## config.mk

```make
export PLATFORM = sky130hd
export DESIGN_NAME = opb_register_ppc2simulink_sync
export DESIGN_NICKNAME = d
export VERILOG_FILES = /design/src/rtl/opb_register_ppc2simulink_sync.sv
export SDC_FILE = /design/constraint.sdc
export NUM_CORES = 1
export LEC_CHECK = 0
export BUFFER_PORTS_ARGS = -buffer_cell sky130_fd_sc_hd__buf_2
export CORE_MARGIN = 2
export CORE_UTILIZATION = 40
export CTS_CLUSTER_SIZE = 20
export DETAILED_ROUTE_END_ITERATION = 10
export PLACE_DENSITY_LB_ADDON = 0.1
export SYNTH_ARGS = -nofsm -noshare
export SYNTH_HDL_FRONTEND = slang
export SYNTH_SLANG_ARGS = --single-unit
```

## constraint.sdc

```tcl
create_clock -name OPB_Clk -period 1.9 [get_ports OPB_Clk]
set_input_delay 0.19 -clock OPB_Clk [delete_from_list [all_inputs] [get_ports OPB_Clk]]
set_output_delay 0.19 -clock OPB_Clk [all_outputs]
set_load 0.005 [all_outputs]
```

## src/rtl/opb_register_ppc2simulink_sync.sv

```systemverilog
// rtl/opb_register_ppc2simulink_sync.sv - OPB slave control register written by the PPC, read by fabric logic
// Optional OPB_PPC2SL_SHADOW_EN: offset 0 becomes a shadow register committed to the active value by a write to offset 1.
module opb_register_ppc2simulink_sync #(
    parameter logic [31:0] C_BASEADDR   = 32'h0100_5000,
    parameter logic [31:0] C_HIGHADDR   = 32'h0100_50FF,
    parameter int          C_OPB_AWIDTH = 32,
    parameter int          C_OPB_DWIDTH = 32,
    parameter logic [31:0] C_INIT_VALUE = 32'h0000_0000,
    parameter              C_FAMILY     = "virtex5"
) (
    input  logic                    OPB_Clk,
    input  logic                    OPB_Rst_n,
    input  logic [0:C_OPB_AWIDTH-1] OPB_ABus,
    input  logic [0:3]              OPB_BE,
    input  logic [0:31]             OPB_DBus,
    input  logic                    OPB_RNW,
    input  logic                    OPB_select,
    input  logic                    OPB_seqAddr,
    output logic [0:31]             Sl_DBus,
    output logic                    Sl_xferAck,
    output logic                    Sl_errAck,
    output logic                    Sl_retry,
    output logic                    Sl_toutSup,
    output logic [31:0]             user_data_out,
    output logic                    user_data_update
);

    typedef enum logic {IDLE, ACK} state_t;

    state_t      state;
    logic [31:0] active_reg;
    logic        hit;
    logic [1:0]  offset;
    logic [31:0] rd_val;

    logic unused_seq;
    localparam bit unused_params = (C_OPB_DWIDTH == 32) && (|C_FAMILY);

    assign unused_seq = OPB_seqAddr;
    assign Sl_errAck  = 1'b0;
    assign Sl_retry   = 1'b0;
    assign Sl_toutSup = 1'b0;
    assign user_data_out = active_reg;

    assign hit    = OPB_select && (OPB_ABus >= C_BASEADDR) && (OPB_ABus <= C_HIGHADDR);
    assign offset = OPB_ABus[C_OPB_AWIDTH-4 : C_OPB_AWIDTH-3];

    // BE[i] owns DBus[8i:8i+7], which lands in register bits [31-8i -: 8].
    function automatic logic [31:0] merge_bytes(input logic [31:0] cur,
                                                input logic [0:31] data,
                                                input logic [0:3]  be);
        logic [31:0] res;
        res = cur;
        for (int i = 0; i < 4; i++) begin
            if (be[i]) res[31-8*i -: 8] = data[8*i +: 8];
        end
        return res;
    endfunction

`ifdef OPB_PPC2SL_SHADOW_EN
    logic [31:0] shadow_reg;

    always_comb begin
        rd_val = 32'h0;
        case (offset)
            2'd0:    rd_val = shadow_reg;
            2'd1:    rd_val = active_reg;
            default: rd_val = 32'h0;
        endcase
    end
`else
    always_comb begin
        rd_val = 32'h0;
        if (offset == 2'd0) rd_val = active_reg;
    end
`endif

    always_ff @(posedge OPB_Clk or negedge OPB_Rst_n) begin
        if (!OPB_Rst_n) begin
            state            <= IDLE;
            active_reg       <= C_INIT_VALUE;
`ifdef OPB_PPC2SL_SHADOW_EN
            shadow_reg       <= C_INIT_VALUE;
`endif
            Sl_xferAck       <= 1'b0;
            Sl_DBus          <= '0;
            user_data_update <= 1'b0;
        end else begin
            case (state)
                IDLE: begin
                    Sl_xferAck       <= 1'b0;
                    Sl_DBus          <= '0;
                    user_data_update <= 1'b0;
                    if (hit) begin
                        state      <= ACK;
                        Sl_xferAck <= 1'b1;
                        if (OPB_RNW) begin
                            // Bus numbering is MSB-first, so this is the mirror of the write mapping.
                            Sl_DBus <= rd_val;
                        end else begin
`ifdef OPB_PPC2SL_SHADOW_EN
                            if (offset == 2'd0) begin
                                shadow_reg <= merge_bytes(shadow_reg, OPB_DBus, OPB_BE);
                            end else if (offset == 2'd1) begin
                                active_reg       <= shadow_reg;
                                user_data_update <= 1'b1;
                            end
`else
                            if (offset == 2'd0) begin
                                active_reg       <= merge_bytes(active_reg, OPB_DBus, OPB_BE);
                                user_data_update <= 1'b1;
                            end
`endif
                        end
                    end
                end
                ACK: begin
                    // A select still asserted here is ignored; it is re-decoded next cycle as a new transfer.
                    state            <= IDLE;
                    Sl_xferAck       <= 1'b0;
                    Sl_DBus          <= '0;
                    user_data_update <= 1'b0;
                end
                default: state <= IDLE;
            endcase
        end
    end

endmodule

```

==> results of run 1 <==
==> metrics by stage <==
stage | power [mW] | setup slack (ns) | std cells | utilization, %
finish | 2.59 | 0.0629 | 398 | 59.1
global route | 2.70 | -0.0535 | 398 | 59.1
CTS | 2.61 | 0.00183 | 390 | 57.3
detailed placement | 1.58 | -0.0244 | 374 | 54.3
global placement | 1.58 | -0.00868 | 374 | 54.3
floorplan | 1.47 | -0.0191 | 166 | -
==> kinds of logic (layout without fill, tap and decap cells) <==
| family | count (synthesis) | count (layout) | share of synthesized area [%] |
|---|---|---|---|
| AO/OA/AOI/OAI | 1 | 1 | 0.485 |
| buffers and inverters | 11 | 166 | 2.33 |
| flip-flops | 66 | 66 | 64.0 |
| multiplexers | 32 | 32 | 15.1 |
| other | 1 | 3 | 0.145 |
| AND/OR/NAND/NOR | 53 | 53 | 17.9 |
==> timing repair <==
item / CTS / global route
setup buffers: 0 / 6
cloned: 0 / 2
setup endpoints to repair: 24 / 65
hold buffers: 1 / 0
gates resized for setup: 3 / 17
pin swaps: 1 / 3
endpoints found under the hold margin: 66 / 0
==> path summary, 6_finish.rpt <==
kind / start / end / slack (ns) / cells past startpoint
worst max-delay path: state / user_data_out[1] / 0.06 / 6
worst min-delay path: OPB_DBus[12] / user_data_out[19] / 0.08 / 2
worst max register to register: state / user_data_out[1] / 0.06 / 6
worst min register to register: user_data_out[23] / Sl_DBus[8] / 0.51 / 1
max in group asynchronous: OPB_Rst_n / user_data_out[5] / 1.20 / 3
min in group asynchronous: OPB_Rst_n / user_data_out[20] / 0.37 / 3
==> worst max-delay path, delay by kind of cell (launching register included) <==
kind | cells | cell delay, ns
buf+inv | 2 | 0.37
simple gates | 3 | 0.60
mux | 1 | 0.33
flops | 1 | 0.42
==> registers in the layout (all words and copies together), names as in the netlist <==
register	count
Sl_DBus	32
user_data_update	1
user_data_out	32
state	1
==> cells in the final DEF (no fill, tap or decap) <==
master,instances
nor4b_2,1
nor4b_4,1
clkbuf_8,11
inv_1,1
dfrtp_1,66
nand3b_1,4
nor2b_2,1
dlygate4sd3_1,1
and2_1,1
or4b_4,1
nand4_4,1
mux2_4,19
clkinv_2,3
nor2b_1,1
buf_12,3
clkbuf_4,1
nor3_1,1
nor2_1,1
clkbuf_1,1
a31oi_2,1
buf_4,8
nor4_1,1
buf_6,6
and3_1,32
nor4_4,5
nor4_2,2
mux2_2,13
conb_1,3
buf_2,131
==> where the power goes <==
group | internal [mW] | switching, mW | total [mW]
logic | 0.0727 | 0.0778 | 0.151
clock network | 0.532 | 0.504 | 1.04
registers | 1.40 | 0.000000948 | 1.40
total | 2.01 | 0.582 | 2.59
==> per-layer routing <==
layer  wire, um  vias up  track usage [%]
met5          0        -                0
met1       2460      940             20.4
met2       3120       84             28.7
met4         82        0             6.16
met3        510        8             5.90
li1           -      884                -
==> cell type report <==
type                    count  area [um2]  share of cell area, %
flip-flops and latches     66        1650                   44.5
multi-input cells          89         927                   25.0
repair buffers            150         861                   23.2
clock buffers              12         155                   4.18
well taps                  77        96.3                   2.60
clock inverters             3        15.0                  0.405
inverters                   1        3.75                  0.101
==> results.cfg, run 1 <==
[logic_synthesis]
synth.distinct_cells = 22
synthArstFlopShare_pct = 100
synth_top_area_cell = dfrtp_1
ys_seq_area_share_pct = 64.0
synth_top_area_share_pct = 64.0
synth_common_cells = 66 x dfrtp_1, 32 x and3_1, 24 x mux2_2, 8 x mux2_4, 6 x clkbuf_1
yosys_register_bits = 66
yosys_warnings = 0
ys_dominant_reg_cell = dfrtp_1
synthTopCellsByArea = dfrtp_1 64%, mux2_2 10%, and3_1 7.8%, mux2_4 4.7%, nor4_4 3.3%
synth_cells = 164
synth.avg_cell_area_um2 = 15.7
synth-edff-count = 0
yosysMostFrequentCell = dfrtp_1
netlist_area_um2 = 2580

[clock_network]
clockBufferDepth = 2
path_clk_slew_ns = 0.07
root_buffer = clkbuf_8
htree_levels = 3
tritoncts = built
cts_made_buffers = 9
cts.sinks = 66
clk_latency_ns = 0.33

[sta]
fmax_mhz = 544
grt_setup_unrepaired = true
slew_viol_final = 0
setup_tns_ns = 0
skew_ns = 0.0110
hold_slack_ns = 0.0836
fin_crit_ns = 1.84
hold_violations = 0
min_period_over_period_pct = 96.7
setup_viol = 0

[route]
num_vias = 1916
drt_pass1_iterations = 4
wirelength_um = 6170
drc = 0
drtIter0Drc = 78
post_drt_wl_per_cell_um = 15.5
antenna_left = 0
viasPerCell = 4.81

[layout]
design_area_um2 = 3710
num-nets-final = 390
area_growth_syn_to_layout_pct = 43.9
fill_cells = 566
drive_gt1_share_pct = 64.8
diodes = 0

[power]
leakage_nw = 2.24
cellPowerDensity_nw_per_um2 = 698
ir_drop_mv = 0.440

[floorplan]
rows = 29
die_h_um = 84.3
design.die.area_um2 = 7100
core-area_um2 = 6280
die_w_um = 84.3
ios = 142
start_util_pct = 41.1

[global_route]
grt_pass1_wl_um = 9350
grt_max_degree = 67
grt-ovfl-total = 0
grt_pass1_vias = 1867
grtUsageTotal_pct = 17.1
antenna_found_initial = 0

[placement]
placed_cell_area_um2 = 3410
gp_congestion = 0.698
hpwl_um = 4220
portBuffers = 131

[setup_path]
worstSetupStartpointType = flip-flop
worstPathArrival_ns = 2.05
criticalPathCategory = flip-flop to flip-flop
cpPeakStageDelay_ns = 0.42
crit_path_top_delay_cell = dfrtp_1
worst-path-max-fanout = 8
crit_required_ns = 2.11
cp-end-kind = flip-flop
worstPathCellList = nor4b_4 -> nand4_4 -> buf_4 -> nor4_4 -> buf_6 -> mux2_2

[run_status]
outcome = finished, final reports clean

[hold_path]
hp-class = input port to flip-flop

[job]
maxCapViolations = 0
(Power assumes the default switching activity.)
==> run 2: changes to the inputs <==
- ABC_AREA: default -> 1
- CORE_UTILIZATION: 40 -> 41
- PLACE_DENSITY: default -> 0.76
- PLACE_DENSITY_LB_ADDON: 0.1 -> default
- TNS_END_PERCENT: default -> 10
==> run 2 against run 1 <==
  * Register-to-register slack gained 0.17 ns
  * Synthesized cell count up 99%
  * Critical path type unchanged
  * Clock power about the same
  * Highest routed layer unchanged
  * Non-clock buffer count down 2
  * Sequential cell count unchanged
==> results.cfg, run 2 <==
[logic_synthesis]
synth.avg_cell_area_um2 = 8.61
synthTopCellsByArea = dfrtp_1 59%, nand2_1 12%, nand4_1 8.0%, nor2_1 7.7%, nand3_1 6.2%
synth_top_area_share_pct = 58.6
synth.mux.area_fraction_pct = 0
synth-edff-count = 0
yosys_warnings = 0
yosys.area_share.simple_pct = 35.1
synth-xor-area-share_pct = 0
ys_dominant_reg_cell = dfrtp_1
synth_top_family_by_area = simple AND/OR/NAND/NOR gates
synth_cells = 327
synth_common_cells = 87 x nand2_1, 66 x dfrtp_1, 58 x nor2_1, 36 x nand4_1, 35 x nand3_1
ys_seq_area_share_pct = 58.6
synth_top_area_cell = dfrtp_1
yosys_register_bits = 66
yosysMostFrequentCell = nand2_1
synthAdderAreaFrac_pct = 0
synthArstFlopShare_pct = 100
synth.distinct_cells = 15
synth_compound_area_share_pct = 0.178
netlist_area_um2 = 2820

[sta]
grt_setup_unrepaired = false
min_period_over_period_pct = 87.9
hold_violations = 0
hold_slack_ns = 0.107
fmax_mhz = 599
setup_viol = 0
setup_tns_ns = 0
fin_crit_ns = 1.67
setup_ws_ns = 0.229
skew_ns = 0.00710
slew_viol_final = 0

[global_route]
grt_pass1_vias = 2725
antenna_found_initial = 0
grt_max_degree = 36
grt-ovfl-total = 0
grt_pass1_wl_um = 12800
grtUsageTotal_pct = 21.8

[power]
ir_drop_mv = 0.292
cellPowerDensity_nw_per_um2 = 696
power_mw = 2.64
leakage_nw = 2.18

[placement]
placed_cell_area_um2 = 3610
hpwl_um = 5510
pre_cts_ws_ns = 0.111
portBuffers = 137
gp_congestion = 0.771
dp_cells = 533

[layout]
design_area_um2 = 3790
drive_gt1_share_pct = 35.0
final_cell_mix = 137 x buf_2, 87 x nand2_1, 66 x dfrtp_1
final_util_pct = 56.4
stdcell_count = 549
area_growth_syn_to_layout_pct = 34.6
ff_latch_area_um2 = 1650
diodes = 0
mostFrequentLayoutCell = buf_2
fill_cells = 647
multi_input_area_um2 = 1010
num-nets-final = 538

[floorplan]
start_util_pct = 41.9
die_h_um = 86.9
core-area_um2 = 6720
rows = 30
die_w_um = 86.9
design.die.area_um2 = 7550
ios = 142

[run_status]
outcome = finished, final reports clean

[route]
wl_met2_um = 3820
num_vias = 2787
route.met3.wl_um = 550
antenna_left = 0
wirelength_um = 7870
drtIter0Drc = 119
viasPerCell = 5.08
drt_pass1_iterations = 4
drc = 0
drt-met1-wl_um = 3370
route.top_layer_used = met4
post_drt_wl_per_cell_um = 14.3

[setup_path]
crit_required_ns = 2.12
worstSetupStartpointType = flip-flop
criticalPathCategory = flip-flop to flip-flop
worstPathArrival_ns = 1.89
worst-path-max-fanout = 8
cp-end-kind = flip-flop

[clock_network]
clockBufferDepth = 2
holdBufCountCts = 1
cts_made_buffers = 9
ctsResizeCount = 0
root_buffer = clkbuf_8
htree_levels = 3
cts.sinks = 66
cts_setup_buffers = 0
tritoncts = built
path_clk_slew_ns = 0.07
clk_latency_ns = 0.33

[job]
maxCapViolations = 0

[hold_path]
hp-class = input port to flip-flop
[run 2: cell type report]
class	count	share of cell area (%)
repair buffers	148	21.0
well taps	80	2.64
multi-input cells	224	26.7
inverters	16	1.58
clock buffers	13	4.19
clock inverters	2	0.330
flip-flops and latches	66	43.6
[run 2: final timing paths]
path                                    from                end  slack, ns  cells after the start
setup / recovery                       state  user_data_out[21]       0.23                      4
hold / removal                  OPB_DBus[24]   user_data_out[7]       0.11                      3
setup reg to reg                       state  user_data_out[21]       0.23                      4
hold reg to reg            user_data_out[10]  user_data_out[10]       0.51                      2
max in group asynchronous          OPB_Rst_n  user_data_out[19]       1.10                      3
min in group asynchronous          OPB_Rst_n   user_data_out[5]       0.21                      2
[run 2: metal layers]
layer	vias up	global-route usage, %
met2	121	36.0
met3	12	4.27
met4	0	9.38
li1	1337	-
met5	-	0
met1	1317	28.0
[run 2: report_power, final]
part           switching (mW)  internal [mW]
clock network           0.499          0.537
registers         0.000000148           1.40
logic                   0.120         0.0774
[run 2: critical path, stage by stage (launching register included)]
cell and delay, ns:
dfrtp_1 0.42, nor4_4 0.49, nand4_1 0.41, nand2_1 0.16
nand2_1 0.07
[run 2: logic make-up after synthesis]
kind of cell           after synthesis
AO/OA/AOI/OAI                        1
AND/OR/NAND/NOR                    220
buffers and inverters               39
other                                1
flip-flops                          66
==> run 3: changes to the inputs <==
- CORE_UTILIZATION: 41 -> 45
- PLACE_DENSITY: 0.76 -> 0.79
- RECOVER_POWER: default -> 100
- SETUP_SLACK_MARGIN: default -> 0.05
- clock period: 1.9 -> 1.8 ns (I/O delays scaled with it)
==> run 3 against run 2 <==
  * Core utilization rose by 6.6 points
  * Clock power is 8% higher
  * Non-clock buffer count is 4 higher
  * Register-to-register slack lost 0.09 ns
  * Critical path type unchanged
  * Critical endpoint is now user_data_out[31]
  * Largest cell class unchanged
==> results.cfg, run 3 (synthesized netlist as in run 2, its figures left out) <==
[run_status]
outcome = finished, final reports clean

[layout]
mostFrequentLayoutCell = buf_2
final_cell_mix = 113 x buf_2, 87 x nand2_1, 66 x dfrtp_1
drive_gt1_share_pct = 30.1
fill_cells = 567
num-nets-final = 542
diodes = 0
area_growth_syn_to_layout_pct = 34.0

[route]
num_vias = 2801
drt_pass1_iterations = 4
wirelength_um = 7690
post_drt_wl_per_cell_um = 14.1
viasPerCell = 5.12
drc = 0
antenna_left = 0
drtIter0Drc = 158

[sta]
fin_crit_ns = 1.66
setup_tns_ns = 0
relSlewSlack_pct = 15.8
min_period_over_period_pct = 92.1
fmax_mhz = 603
grt_setup_unrepaired = true
slew_viol_final = 0
worstMarginPinSlew_ns = 1.26
setup_viol = 0
hold_violations = 0
skew_ns = 0.00480

[power]
leakage_nw = 2.09
power_mw = 2.81
cellPowerDensity_nw_per_um2 = 744
ir_drop_mv = 0.451

[global_route]
grt_pass1_vias = 2734
grt_max_degree = 46
grt_pass1_wl_um = 12600
antenna_found_initial = 0
grt-ovfl-total = 0
grtUsageTotal_pct = 22.6

[floorplan]
core-area_um2 = 5990
die_h_um = 83.1
design.die.area_um2 = 6910
ios = 142
rows = 28
start_util_pct = 47.0
die_w_um = 83.1

[clock_network]
ctsResizeCount = 0
path_clk_slew_ns = 0.06
cts_made_buffers = 9
root_buffer = clkbuf_8
clockBufferDepth = 2
cts.sinks = 66
clk_latency_ns = 0.33
tritoncts = built
htree_levels = 3

[placement]
hpwl_um = 5410
gp_congestion = 0.776
portBuffers = 137

[hold_path]
hp-class = input port to flip-flop

[setup_path]
crit_path_top_delay_cell = dfrtp_1
criticalPathCategory = flip-flop to flip-flop
cpMostUsedCell = nand2_1
worstSetupStartpointType = flip-flop
cpPeakStageDelay_ns = 0.42
cp-end-kind = flip-flop
timing.critical_path.buf_inv = 1
crit_required_ns = 2.02
worstPathArrival_ns = 1.87
worstPathCellList = nor4_4 -> buf_4 -> nand4_1 -> nand2_1 -> nand2_1
worst-path-max-fanout = 8
critPathTopFamily = simple AND/OR/NAND/NOR gates

[job]
maxCapViolations = 0
## run 3: changes by cell type in the layout (fill, tap and decap cells not counted), sizes merged
cell	previous run	this run
clkbuf	13	39
buf	147	124
## run 3: worst reg2reg max path: stages (launching register included)
cell and delay, ns:
dfrtp_1 0.42, nor4_4 0.36, buf_4 0.21, nand4_1 0.31, nand2_1 0.17, nand2_1 0.07
## run 3: routing by layer
metal  wire (um)  part of all wire (%)  GRT usage, %
met1        3210                    42          28.6
met2        3860                    50          38.8
met3         538                   7.0          4.47
met4          88                   1.1          7.90
met5           0                     0             0
## run 3: layout make-up
class	count	area, um2	area share, %
sequential	66	1650	43.8
multi-input combinational	224	1010	26.6
timing repair buffer	152	786	20.8
clock buffer	12	165	4.38
tap	75	93.8	2.49
inverter	16	60.1	1.59
clock inverter	2	12.5	0.331
## run 3: repair_timing
action | in CTS | in global routing
buffers inserted | 0 | 2
hold buffers | 1 | 0
endpoints found under the setup margin | 0 | 20
hold endpoints to repair | 21 | 0
## run 3: power by group
| group | total, mW | internal, mW | switching (mW) |
|---|---|---|---|
| Combinational | 0.208 | 0.0840 | 0.124 |
| Clock | 1.12 | 0.595 | 0.521 |
| Sequential | 1.48 | 1.48 | 0.000000159 |
| Total | 2.81 | 2.16 | 0.645 |
## run 3: worst paths after layout
check | slack [ns] | cells after the start | start | endpoint
worst min register to register | 0.51 | 2 | user_data_out[22] | user_data_out[22]
worst min-delay path | 0.09 | 3 | OPB_DBus[30] | user_data_out[1]
max in group asynchronous | 0.32 | 3 | OPB_Rst_n | user_data_out[0]
worst max register to register | 0.14 | 5 | state | user_data_out[31]
worst max-delay path | 0.14 | 5 | state | user_data_out[31]
min in group asynchronous | 0.64 | 2 | OPB_Rst_n | Sl_DBus[9]
## run 3: metrics by stage
stage	hold WS, ns	instances	util [%]	instance area [um2]	worst slack (ns)
after floorplan	-0.116	329	-	2820	0.369
after global placement	0.174	530	60.4	3620	0.181
after detailed placement	0.181	530	60.4	3620	0.117
after CTS	0.0840	545	63.5	3800	0.0982
after global routing	0.0909	547	63.0	3770	0.0263
final	0.0939	547	63.0	3770	0.143
